===== src/rtl/gpio_pkg.sv =====
// Shared constants for the GPIO register-port arbiter: register offsets,
// master ids and arbiter state encoding.
package gpio_pkg;

    localparam logic [7:0] REG_OUT  = 8'h00;
    localparam logic [7:0] REG_MASK = 8'h04;
    localparam logic [7:0] REG_DIR  = 8'h08;
    localparam logic [7:0] REG_IN   = 8'h0C;

    localparam logic M0 = 1'b0;
    localparam logic M1 = 1'b1;

    localparam logic [1:0] FREE    = 2'd0;
    localparam logic [1:0] LOCKED0 = 2'd1;
    localparam logic [1:0] LOCKED1 = 2'd2;

endpackage


===== src/rtl/gpio_rd_tag_pipe.sv =====
// Fixed-latency delay line carrying {valid, master id} for outstanding reads,
// so each response can be steered back to the master that issued it.
module gpio_rd_tag_pipe #(
    parameter int unsigned RD_LAT = 1
) (
    input  logic clk,
    input  logic rst_n,
    input  logic in_valid,
    input  logic in_id,
    output logic out_valid,
    output logic out_id
);

    logic [RD_LAT-1:0] vld_q;
    logic [RD_LAT-1:0] id_q;

    always_ff @(posedge clk or negedge rst_n) begin
        if (!rst_n) begin
            vld_q <= '0;
            id_q  <= '0;
        end else begin
            vld_q[0] <= in_valid;
            id_q[0]  <= in_id;
            for (int unsigned i = 1; i < RD_LAT; i++) begin
                vld_q[i] <= vld_q[i-1];
                id_q[i]  <= id_q[i-1];
            end
        end
    end

    assign out_valid = vld_q[RD_LAT-1];
    assign out_id    = id_q[RD_LAT-1];

endmodule


===== src/rtl/gpio_bus_arb.sv =====
// Two-master round-robin arbiter for the GPIO register port, with bus lock,
// lock-timeout watchdog and tag-routed read responses.
module gpio_bus_arb
    import gpio_pkg::*;
#(
    parameter int unsigned AW       = 32,
    parameter int unsigned DW       = 32,
    parameter int unsigned RD_LAT   = 1,
    parameter int unsigned LOCK_MAX = 64
) (
    input  logic          clk,
    input  logic          rst_n,
    input  logic          m0_req,
    input  logic          m0_we,
    input  logic [AW-1:0] m0_addr,
    input  logic [DW-1:0] m0_wdata,
    input  logic          m0_lock,
    output logic          m0_gnt,
    output logic          m0_rvalid,
    output logic [DW-1:0] m0_rdata,
    input  logic          m1_req,
    input  logic          m1_we,
    input  logic [AW-1:0] m1_addr,
    input  logic [DW-1:0] m1_wdata,
    input  logic          m1_lock,
    output logic          m1_gnt,
    output logic          m1_rvalid,
    output logic [DW-1:0] m1_rdata,
    output logic          wr_en,
    output logic [AW-1:0] wr_addr_o,
    output logic [DW-1:0] wr_data_o,
    output logic          rd_en,
    output logic [AW-1:0] rd_addr_o,
    input  logic [DW-1:0] rd_data_i,
    output logic          lock_err
);

    localparam int unsigned CW = $clog2(LOCK_MAX + 1);

    logic [1:0]    state_q, state_d;
    logic          ptr_q, ptr_d;
    logic [CW-1:0] cnt_q, cnt_d;
    logic [1:0]    ign_q, ign_d;
    logic          err_q, err_d;
    logic          g0, g1, lk0, lk1, prio, arb_free;

    always_comb begin
        g0       = 1'b0;
        g1       = 1'b0;
        arb_free = 1'b0;
        prio     = ptr_q;
        state_d  = state_q;
        cnt_d    = cnt_q;
        ptr_d    = ptr_q;
        err_d    = err_q;
        // A timed-out lock stays ignored until its master lets it drop once.
        ign_d    = ign_q & {m1_lock, m0_lock};
        lk0      = m0_lock & ~ign_q[0];
        lk1      = m1_lock & ~ign_q[1];

        case (state_q)
            LOCKED0: begin
                if (!m0_lock) begin
                    g0      = m0_req;
                    state_d = FREE;
                    cnt_d   = '0;
                end else if (cnt_q >= CW'(LOCK_MAX)) begin
                    arb_free = 1'b1;
                    prio     = M1;
                    ptr_d    = M1;
                    lk0      = 1'b0;
                    ign_d[0] = 1'b1;
                    err_d    = 1'b1;
                    state_d  = FREE;
                    cnt_d    = '0;
                end else begin
                    g0    = m0_req;
                    cnt_d = cnt_q + CW'(1);
                end
            end
            LOCKED1: begin
                if (!m1_lock) begin
                    g1      = m1_req;
                    state_d = FREE;
                    cnt_d   = '0;
                end else if (cnt_q >= CW'(LOCK_MAX)) begin
                    arb_free = 1'b1;
                    prio     = M0;
                    ptr_d    = M0;
                    lk1      = 1'b0;
                    ign_d[1] = 1'b1;
                    err_d    = 1'b1;
                    state_d  = FREE;
                    cnt_d    = '0;
                end else begin
                    g1    = m1_req;
                    cnt_d = cnt_q + CW'(1);
                end
            end
            default: arb_free = 1'b1;
        endcase

        if (arb_free) begin
            if (m0_req && (!m1_req || prio == M0)) begin
                g0 = 1'b1;
            end else if (m1_req) begin
                g1 = 1'b1;
            end
            if (g0 && lk0) begin
                state_d = LOCKED0;
                cnt_d   = CW'(1);
            end else if (g1 && lk1) begin
                state_d = LOCKED1;
                cnt_d   = CW'(1);
            end
        end

        if (g0) begin
            ptr_d = M1;
        end else if (g1) begin
            ptr_d = M0;
        end
    end

    always_ff @(posedge clk or negedge rst_n) begin
        if (!rst_n) begin
            state_q <= FREE;
            ptr_q   <= M0;
            cnt_q   <= '0;
            ign_q   <= '0;
            err_q   <= 1'b0;
        end else begin
            state_q <= state_d;
            ptr_q   <= ptr_d;
            cnt_q   <= cnt_d;
            ign_q   <= ign_d;
            err_q   <= err_d;
        end
    end

    logic [AW-1:0] sel_addr;
    logic [DW-1:0] sel_wdata;
    logic          pipe_valid, pipe_id;

    assign sel_addr  = g1 ? m1_addr : m0_addr;
    assign sel_wdata = g1 ? m1_wdata : m0_wdata;

    assign m0_gnt    = g0;
    assign m1_gnt    = g1;
    assign wr_en     = (g0 & m0_we) | (g1 & m1_we);
    assign rd_en     = (g0 & ~m0_we) | (g1 & ~m1_we);
    assign wr_addr_o = wr_en ? sel_addr : '0;
    assign wr_data_o = wr_en ? sel_wdata : '0;
    assign rd_addr_o = rd_en ? sel_addr : '0;
    assign lock_err  = err_q;

    gpio_rd_tag_pipe #(
        .RD_LAT(RD_LAT)
    ) u_rd_tag_pipe (
        .clk      (clk),
        .rst_n    (rst_n),
        .in_valid (rd_en),
        .in_id    (g1),
        .out_valid(pipe_valid),
        .out_id   (pipe_id)
    );

    assign m0_rvalid = pipe_valid & (pipe_id == M0);
    assign m1_rvalid = pipe_valid & (pipe_id == M1);
    assign m0_rdata  = m0_rvalid ? rd_data_i : '0;
    assign m1_rdata  = m1_rvalid ? rd_data_i : '0;

endmodule


===== config.mk =====
export PLATFORM = sky130hd
export DESIGN_NAME = gpio_bus_arb
export DESIGN_NICKNAME = d
export VERILOG_FILES = /design/src/rtl/gpio_pkg.sv /design/src/rtl/gpio_rd_tag_pipe.sv /design/src/rtl/gpio_bus_arb.sv
export SDC_FILE = /design/constraint.sdc
export NUM_CORES = 1
export LEC_CHECK = 0
export CORE_AREA = 2 2 129 131
export DETAILED_ROUTE_END_ITERATION = 10
export DIE_AREA = 0 0 131 133
export GPL_ROUTABILITY_DRIVEN = 0
export HOLD_SLACK_MARGIN = 0.05
export PLACE_DENSITY_LB_ADDON = 0.05
export REMOVE_ABC_BUFFERS = 1
export SETUP_SLACK_MARGIN = 0.05
export SKIP_CTS_REPAIR_TIMING = 1
export SYNTH_ARGS = -nofsm -noshare
export SYNTH_HDL_FRONTEND = slang
export SYNTH_HIERARCHICAL = 1
export SYNTH_SLANG_ARGS = --single-unit

===== constraint.sdc =====
create_clock -name clk -period 3.06 [get_ports clk]
set_clock_uncertainty 0.2 [all_clocks]
set_input_delay 0.612 -clock clk [delete_from_list [all_inputs] [get_ports clk]]
set_output_delay 0.612 -clock clk [all_outputs]
set_load 0.03 [all_outputs]

Word level (Yosys, flattened, before mapping)
Index checks and enable logic that the tools add are counted.
Operators by class
  equal/unequal tests: 4
  bitwise logic cells: 17
  add/sub/neg operators: 1
  multiplexer cells: 61
  order comparisons: 1
  reduce and logical (&&, ||, !) cells: 7
Operators with widths (number)
  $mux W32: 7
  $mux W7: 6
  $mux W1: 37
  $pmux W7 S2: 1
  $mux W2: 6
  $and A1 B1 Y1: 8
  $add A7 B1 Y7 const B: 1
  $ge A7 B7 Y1 const B: 1
  $not A1 Y1: 6
  $pmux W1 S2: 3
  $ne A2 B2 Y1 const B: 2
  $pmux W2 S2: 1
  $logic_and A1 B1 Y1: 3
  $reduce_and A3 Y1: 1
  $and A2 B2 Y2: 1
  $eq A2 B1 Y1 const B: 1
  $eq A2 B2 Y1 const B: 1
  $or A1 B1 Y1: 2
  $reduce_bool A2 Y1: 1
  $logic_not A1 Y1: 1
  $logic_or A1 B1 Y1: 1
Word-level totals
  register bits after elaboration: 15
  logic and storage cells: 98
  input bits: 168

Longest topological paths before layout
  depth after elaboration: 13
  mapped depth: 10

Hierarchy
Netlist, hierarchy kept.
By module, submodules not included
  gpio_bus_arb: instances 1, area each 3254.4 sq um, cells each 460
  gpio_rd_tag_pipe: instances 1, area each 50.0 sq um, cells each 2

Worst setup path after synthesis
OpenSTA, ideal clock, no wires.
  path kind: input-to-output
  start: input port m0_lock
  end: output port rd_en
  path buffers: 3
  data required time: 2.248 ns
  setup slack: -0.155 ns
  cell stages on the path: 8
  data arrival time: 2.403 ns
  cells stage by stage: buf_2 a21oi_2 o311ai_2 o211a_1 buf_6 buf_4 inv_1 o21ai_0
Between the ends
  longest elaborated chain between the ends: 10
  elaborated cells on any way between the ends: 18
  classes of those cells: 12 x mux; 4 x bitwise; 2 x reduce/logical
RTL lines
  from (decl): RTL line gpio_bus_arb.sv:17  | input logic m0_lock,
  $mux W1
  $pmux W1 S2: RTL line gpio_bus_arb.sv:61  | case (state_q)
  $not A1 Y1: RTL line gpio_bus_arb.sv:104  | if (m0_req && (!m1_req || prio == M0)) begin
  $logic_or A1 B1 Y1: RTL line gpio_bus_arb.sv:104
  $logic_and A1 B1 Y1: RTL line gpio_bus_arb.sv:104
  $mux W1: RTL line gpio_bus_arb.sv:104
  $mux W1 (2 in series): RTL line gpio_bus_arb.sv:103  | if (arb_free) begin
  $and A1 B1 Y1: RTL line gpio_bus_arb.sv:151  | assign rd_en = (g0 & ~m0_we) | (g1 & ~m1_we);
  $or A1 B1 Y1 *: RTL line gpio_bus_arb.sv:151
  to (decl): RTL line gpio_bus_arb.sv:32  | output logic rd_en,
Mark *: on every way between the ends. The rest lies on a longest branch, timed or not. The select of a mux whose other input is x is not followed.

Final worst setup path
  start: register state_q[1]
  end: output port rd_addr_o[1]
Between the ends
  longest elaborated chain between the ends: 11
  elaborated cells on any way between the ends: 21
  classes of those cells: 2 x eq/ne; 13 x mux; 4 x bitwise; 2 x reduce/logical
RTL lines
  from (decl): RTL line gpio_bus_arb.sv:40  | logic [1:0] state_q, state_d;
  from (signal assigned): RTL line gpio_bus_arb.sv:133  | state_q <= state_d;
  $eq A2 B2 Y1 or $eq A2 B1 Y1 (tied branches): RTL line gpio_bus_arb.sv:61
  $pmux W1 S2: RTL line gpio_bus_arb.sv:61
  $not A1 Y1: RTL line gpio_bus_arb.sv:104
  $logic_or A1 B1 Y1: RTL line gpio_bus_arb.sv:104
  $logic_and A1 B1 Y1: RTL line gpio_bus_arb.sv:104
  $mux W1: RTL line gpio_bus_arb.sv:104
  $mux W1 (2 in series): RTL line gpio_bus_arb.sv:103
  $and A1 B1 Y1: RTL line gpio_bus_arb.sv:151
  $or A1 B1 Y1: RTL line gpio_bus_arb.sv:151
  $mux W32 *: RTL line gpio_bus_arb.sv:154  | assign rd_addr_o = rd_en ? sel_addr : '0;
  to (decl): RTL line gpio_bus_arb.sv:33  | output logic [AW-1:0] rd_addr_o,
Marks and branches as above.

==> run metrics <==
GRT overflow=0; FILL cells=1477; total track usage=17.54%; Pwr per Cell Area=777.1 mW/mm2; Inst Count DP=1008; Worst EP required=2.25 ns; final hold viol count=0; die area=0.01742 mm2; fin nets=1007; Fmax=299.6 MHz; Starting Density=20.43%; Seq cells post-synth=15; pin count of the biggest net entering global routing=45; area grow syn2layout=158.0%; VDD IR-drop max=0.0005549 V; run status=finished with violations; Die H=133 um; max_cap viols=0; row cnt=47; vias per inst=4.782; register area share after synthesis=11.36%; CTS sink count=15; failing checks=negative setup slack; Num CTS Buffers=3; Buffers on Ports=334; setup violators final=98; post-route ant nets=0; Tightest Pin Transition=0.7200 ns; H-tree Lvls=1; Ports=335; fin worst setup slack=-0.2783 ns; initial drt markers=153; via count=5040; final wirelength=19590 um; Post-Syn Area per Cell=7.152 um2; core area=0.01617 mm2; first-pass GRT wire length=24520 um; CTS tree=yes; final core occ=52.73%; cell area after synthesis=0.003304 mm2; Slew Viols, Final=0; Reg clk slew, reported paths=0.05 ns; yosys warns=6; Worst Setup Path Type=reg -> out; hold crit path type=reg -> reg; layout cells sized above 1=39.93%; Syn Inst Count=462; antenna violations before repair=0; headroom to the max-slew limit=51.85%; Arr. time, crit path=2.53 ns; clock buffer depth=2; Worst-Skew Late Latency=0.25 ns; fin cells=1054; post-route clock period utilization=109.1%; number of global-route vias before repair=4416; Final min period=3.338 ns; clk root buf=clkbuf_16; diode count=0; worst-path fanout max=7; leakage power=3.532 nW; Worst Setup End Kind=output pin; DP HPWL=13520 um; WL per Instance=18.58 um; drt drc=0; Distinct cells, synth=42; RSZ-0062 raised after global routing=true; chip width=131 um; First-pass DRT Iterations=6; startpoint types=register
-- cell usage after synthesis, drive strengths merged --
library cell  instances  area, um2
o311ai                1      16.27
nor3                  1      5.000
nand3                68      340.3
a32oi                 1      8.760
mux2                  1      11.26
xnor2                 2      17.52
xor2                  2      17.52
nor2                  9      33.78
a21o                  2      15.01
nor4                  1      6.260
nand2                38      142.6
a22oi                 3      22.52
o211a                 1      10.01
a31o                  1      8.760
nand2b                1      6.260
inv                   8      30.03
a211o                 1      8.760
ha                    4      50.05
and3                 33      206.5
a211oi                1      7.510
a221oi                1      15.01
clkbuf               17      65.06
mux2i                65      650.6
o21ai                67      335.3
buf                  34      296.5
dfrtp                15      375.4
nand4b                3      26.28
nor2b                 5      31.28
a21bo                 1      10.01
a21oi                 5      28.78
o22ai                32      262.8
and2                 34      212.7
o21bai                2      15.01
nand3b                2      15.01
-- final timing paths --
kind,end,depth (start not counted),start,slack [ns]
setup / recovery,rd_addr_o[1],10,state_q[1],-0.28
hold / removal,lock_err,1,lock_err,0.29
setup reg to reg,ptr_q,11,state_q[1],0.60
hold reg to reg,lock_err,1,lock_err,0.29
max in group asynchronous,u_rd_tag_pipe/out_id,1,rst_n,1.60
min in group asynchronous,cnt_q[2],1,rst_n,0.59
-- cell families after synthesis --
group	after synthesis	share of synthesized area, %
and+or+nand+nor	195	31.05
xor gates and xnor gates	4	1.060
AOI/OAI and AO/OA	119	23.14
DFF	15	11.36
adders and majority gates	4	1.515
muxes	66	20.03
buffers and inverters	59	11.85
-- power breakdown --
part           total, W  internal, W  switching [W]
Clock          0.000257     0.000175      0.0000827
Combinational   0.00609      0.00297        0.00312
Sequential     0.000278     0.000241      0.0000364
-- registers in the layout, summed over array words and instances (netlist names) --
register / count
state_q: 2
u_rd_tag_pipe/out_valid: 1
cnt_q: 7
lock_err: 1
u_rd_tag_pipe/out_id: 1
ptr_q: 1
ign_q: 2
-- cells in the final DEF (no fill, tap or decap), types with 10 or more instances in the layout --
cell type	synthesis	routed
clkdlybuf4s50_1	0	198
o22ai_2	10	24
buf_4	5	117
o21ai_2	0	24
buf_6	7	60
and3_1	33	33
clkbuf_16	0	16
buf_8	1	10
and2_1	34	33
o21ai_1	65	36
mux2i_1	65	25
nand2_1	38	37
buf_12	4	15
nand3_1	68	66
dfrtp_1	15	15
mux2i_4	0	35
-- routing by layer --
metal  global-route usage (%)  wire length (um)  vias up
li1                         -                 -     2455
met1                    19.91              7563     2381
met2                    32.58             10260      178
met3                    4.286              1408       26
met4                    3.842               357        0
met5                        0                 0        -
-- metrics by stage --
stage	hold slack (ns)	setup slack, ns	cell area (um2)	power, W	setup TNS (ns)
5_1_grt	0.3095	-0.3773	8527	0.006949	-31.41
3_5_place_dp	0.2673	-0.7391	6661	0.004596	-53.45
2_1_floorplan	0.1164	-3.584	2943	0.002925	-348.20
4_1_cts	0.2938	-0.7424	6741	0.004868	-53.93
3_3_place_gp	0.2730	-0.6664	6661	0.004558	-49.03
6_report	0.2947	-0.2783	8527	0.006626	-21.01
-- critical path, cell delays in order (launching register included) --
cell	delay (ns)
dfrtp_1	0.41
ha_4	0.32
nor2_4	0.05
o311ai_4	0.31
o211a_4	0.25
buf_12	0.11
buf_12	0.12
buf_16	0.15
mux2i_4	0.28
o22ai_2	0.11
buf_12	0.16
-- final cells by class --
| type | count | area, um2 | area share [%] |
|---|---|---|---|
| Timing Repair Buffer | 419 | 4432 | 51.97 |
| Multi-Input combinational cell | 388 | 3332 | 39.08 |
| Sequential cell | 15 | 375.4 | 4.402 |
| Tap cell | 220 | 275.3 | 3.228 |
| Clock buffer | 3 | 75.07 | 0.8804 |
| Inverter | 8 | 32.53 | 0.3815 |
| Clock inverter | 1 | 5.005 | 0.05869 |
Power figures use the tool's default switching activity.
==> edit, RTL diff (same flow settings) <==
The parameter `LOCK_MAX` goes from 64 to 32.
--- a/src/rtl/gpio_bus_arb.sv
+++ b/src/rtl/gpio_bus_arb.sv
@@ -7,5 +7,5 @@
     parameter int unsigned DW       = 32,
     parameter int unsigned RD_LAT   = 1,
-    parameter int unsigned LOCK_MAX = 64
+    parameter int unsigned LOCK_MAX = 32
 ) (
     input  logic          clk,
Function: no difference found for any inputs over 10 cycles, from zero or initial values and one cycle with rst_n low; that may be too few to reach the edited logic, so the function may still have changed.
==> edit against the unedited design <==
  * Utilization decreased by 6.3 points
  * Routed wire length decreased by 5.7%
  * Sequential cell count decreased by 1
  * Hold slack got worse by 0.014 ns
  * Global-route usage decreased by 0.15 points
  * Cell count decreased by 1.9%
  * Setup slack got worse by 0.015 ns
  * Power decreased by 13%
  * Cell area decreased by 12%
  * Clock power increased by 7%
  * Area after synthesis decreased by 4.6%
  * Die area unchanged
  * The flow still finishes with violations (setup timing)
==> edit: results (changes against the unedited design) <==
.. list-table::
   :header-rows: 1

   * - Metric
     - Value
   * - Global-route wire length before repair
     - 24500 µm (about the same)
   * - Post-placement worst setup slack
     - -0.526 ns (+0.214 ns)
   * - Number of search-and-repair iterations in the first detailed-routing pass
     - 4 (-2)
   * - Routed Wire Length
     - 18500 µm (-5.7%)
   * - Top area cells in the synthesized netlist
     - mux2i_1 (21%), dfrtp_1 (11%), nand3_1 (11%)
   * - Distinct cells, synth
     - 38 (-9.5%)
   * - Capture point of the worst reg-to-reg path
     - cnt_q[0]$_DFF_PN0_
   * - Final worst slack
     - -0.294 ns (-0.0154 ns)
   * - Violations in the final reports
     - setup timing
   * - Signal arrival time at the worst endpoint
     - 2.54 ns (about the same)
   * - Final number of setup-violating endpoints
     - 98 (unchanged)
   * - Post-Synth XOR/XNOR Area
     - 0.00556 (-0.00504)
   * - Seq/Total Area, Yosys
     - 0.111 (-0.00244)
   * - Synth Instances
     - 460 (-0.43%)
   * - Number of filler instances in the final layout
     - 1585 (+7.3%)
   * - Met2 Usage GRT
     - 0.323 (-0.00288)
   * - DP Wirelength
     - 13400 µm (-1.1%)
   * - Placed cell count
     - 1000 (-0.79%)
   * - Vias in the first global route
     - 4399 (-0.38%)
   * - Post-layout nets
     - 986 (-2.1%)
   * - Metal2 WL
     - 9310 µm (-9.3%)
   * - Run status
     - finished with violations
   * - Registers with the highest flip-flop counts
     - cnt_q (6), ign_q (2), state_q (2)
   * - Total vias in the final route
     - 4889 (-3.0%)
   * - Power density of the placed cells
     - 769 nW/µm² (-1.1%)
   * - Sum Neg Setup Slack
     - -20.76 ns (+0.248 ns)
   * - Adder and majority cell fraction of the synthesized area
     - 0.0159 (+0.000734)
   * - Met3 routed WL
     - 1470 µm (+4.1%)
   * - Via density
     - 4.73 (-1.1%)
   * - Cell count of the worst reg-to-reg path
     - 9 (-2)
   * - Slew Limit Headroom
     - 0.551 (+0.0325)
   * - Maximum number of pins on one net before global-route repair
     - 53 (+18%)
   * - Maximum vdd drop
     - 0.414 mV (-25%)
edit: cell type report:
class / count / area (µm²) / share of cell area
diodes: 1 / 2.50 / 0.000333
clock buffers: 4 / 88.8 / 0.0118
inverters: 9 / 33.8 / 0.00449
multi-input cells: 386 / 2830 / 0.377
flip-flops and latches: 14 / 350 / 0.0466
well taps: 220 / 275 / 0.0366
repair buffers: 400 / 3930 / 0.523
edit: power breakdown:
group          total [µW]  switching, µW  internal, µW
clock                 275           76.7           198
sequential            266           39.1           227
combinational        5240           2820          2410
edit: worst reg2reg max path: stages, from the launching register on:
cell	delay (ns)
dfrtp_1	0.42
inv_1	0.12
ha_4	0.16
buf_6	0.11
nand4b_1	0.13
a221oi_2	0.32
buf_4	0.16
a211oi_1	0.10
nand2b_1	0.26
a211o_1	0.30
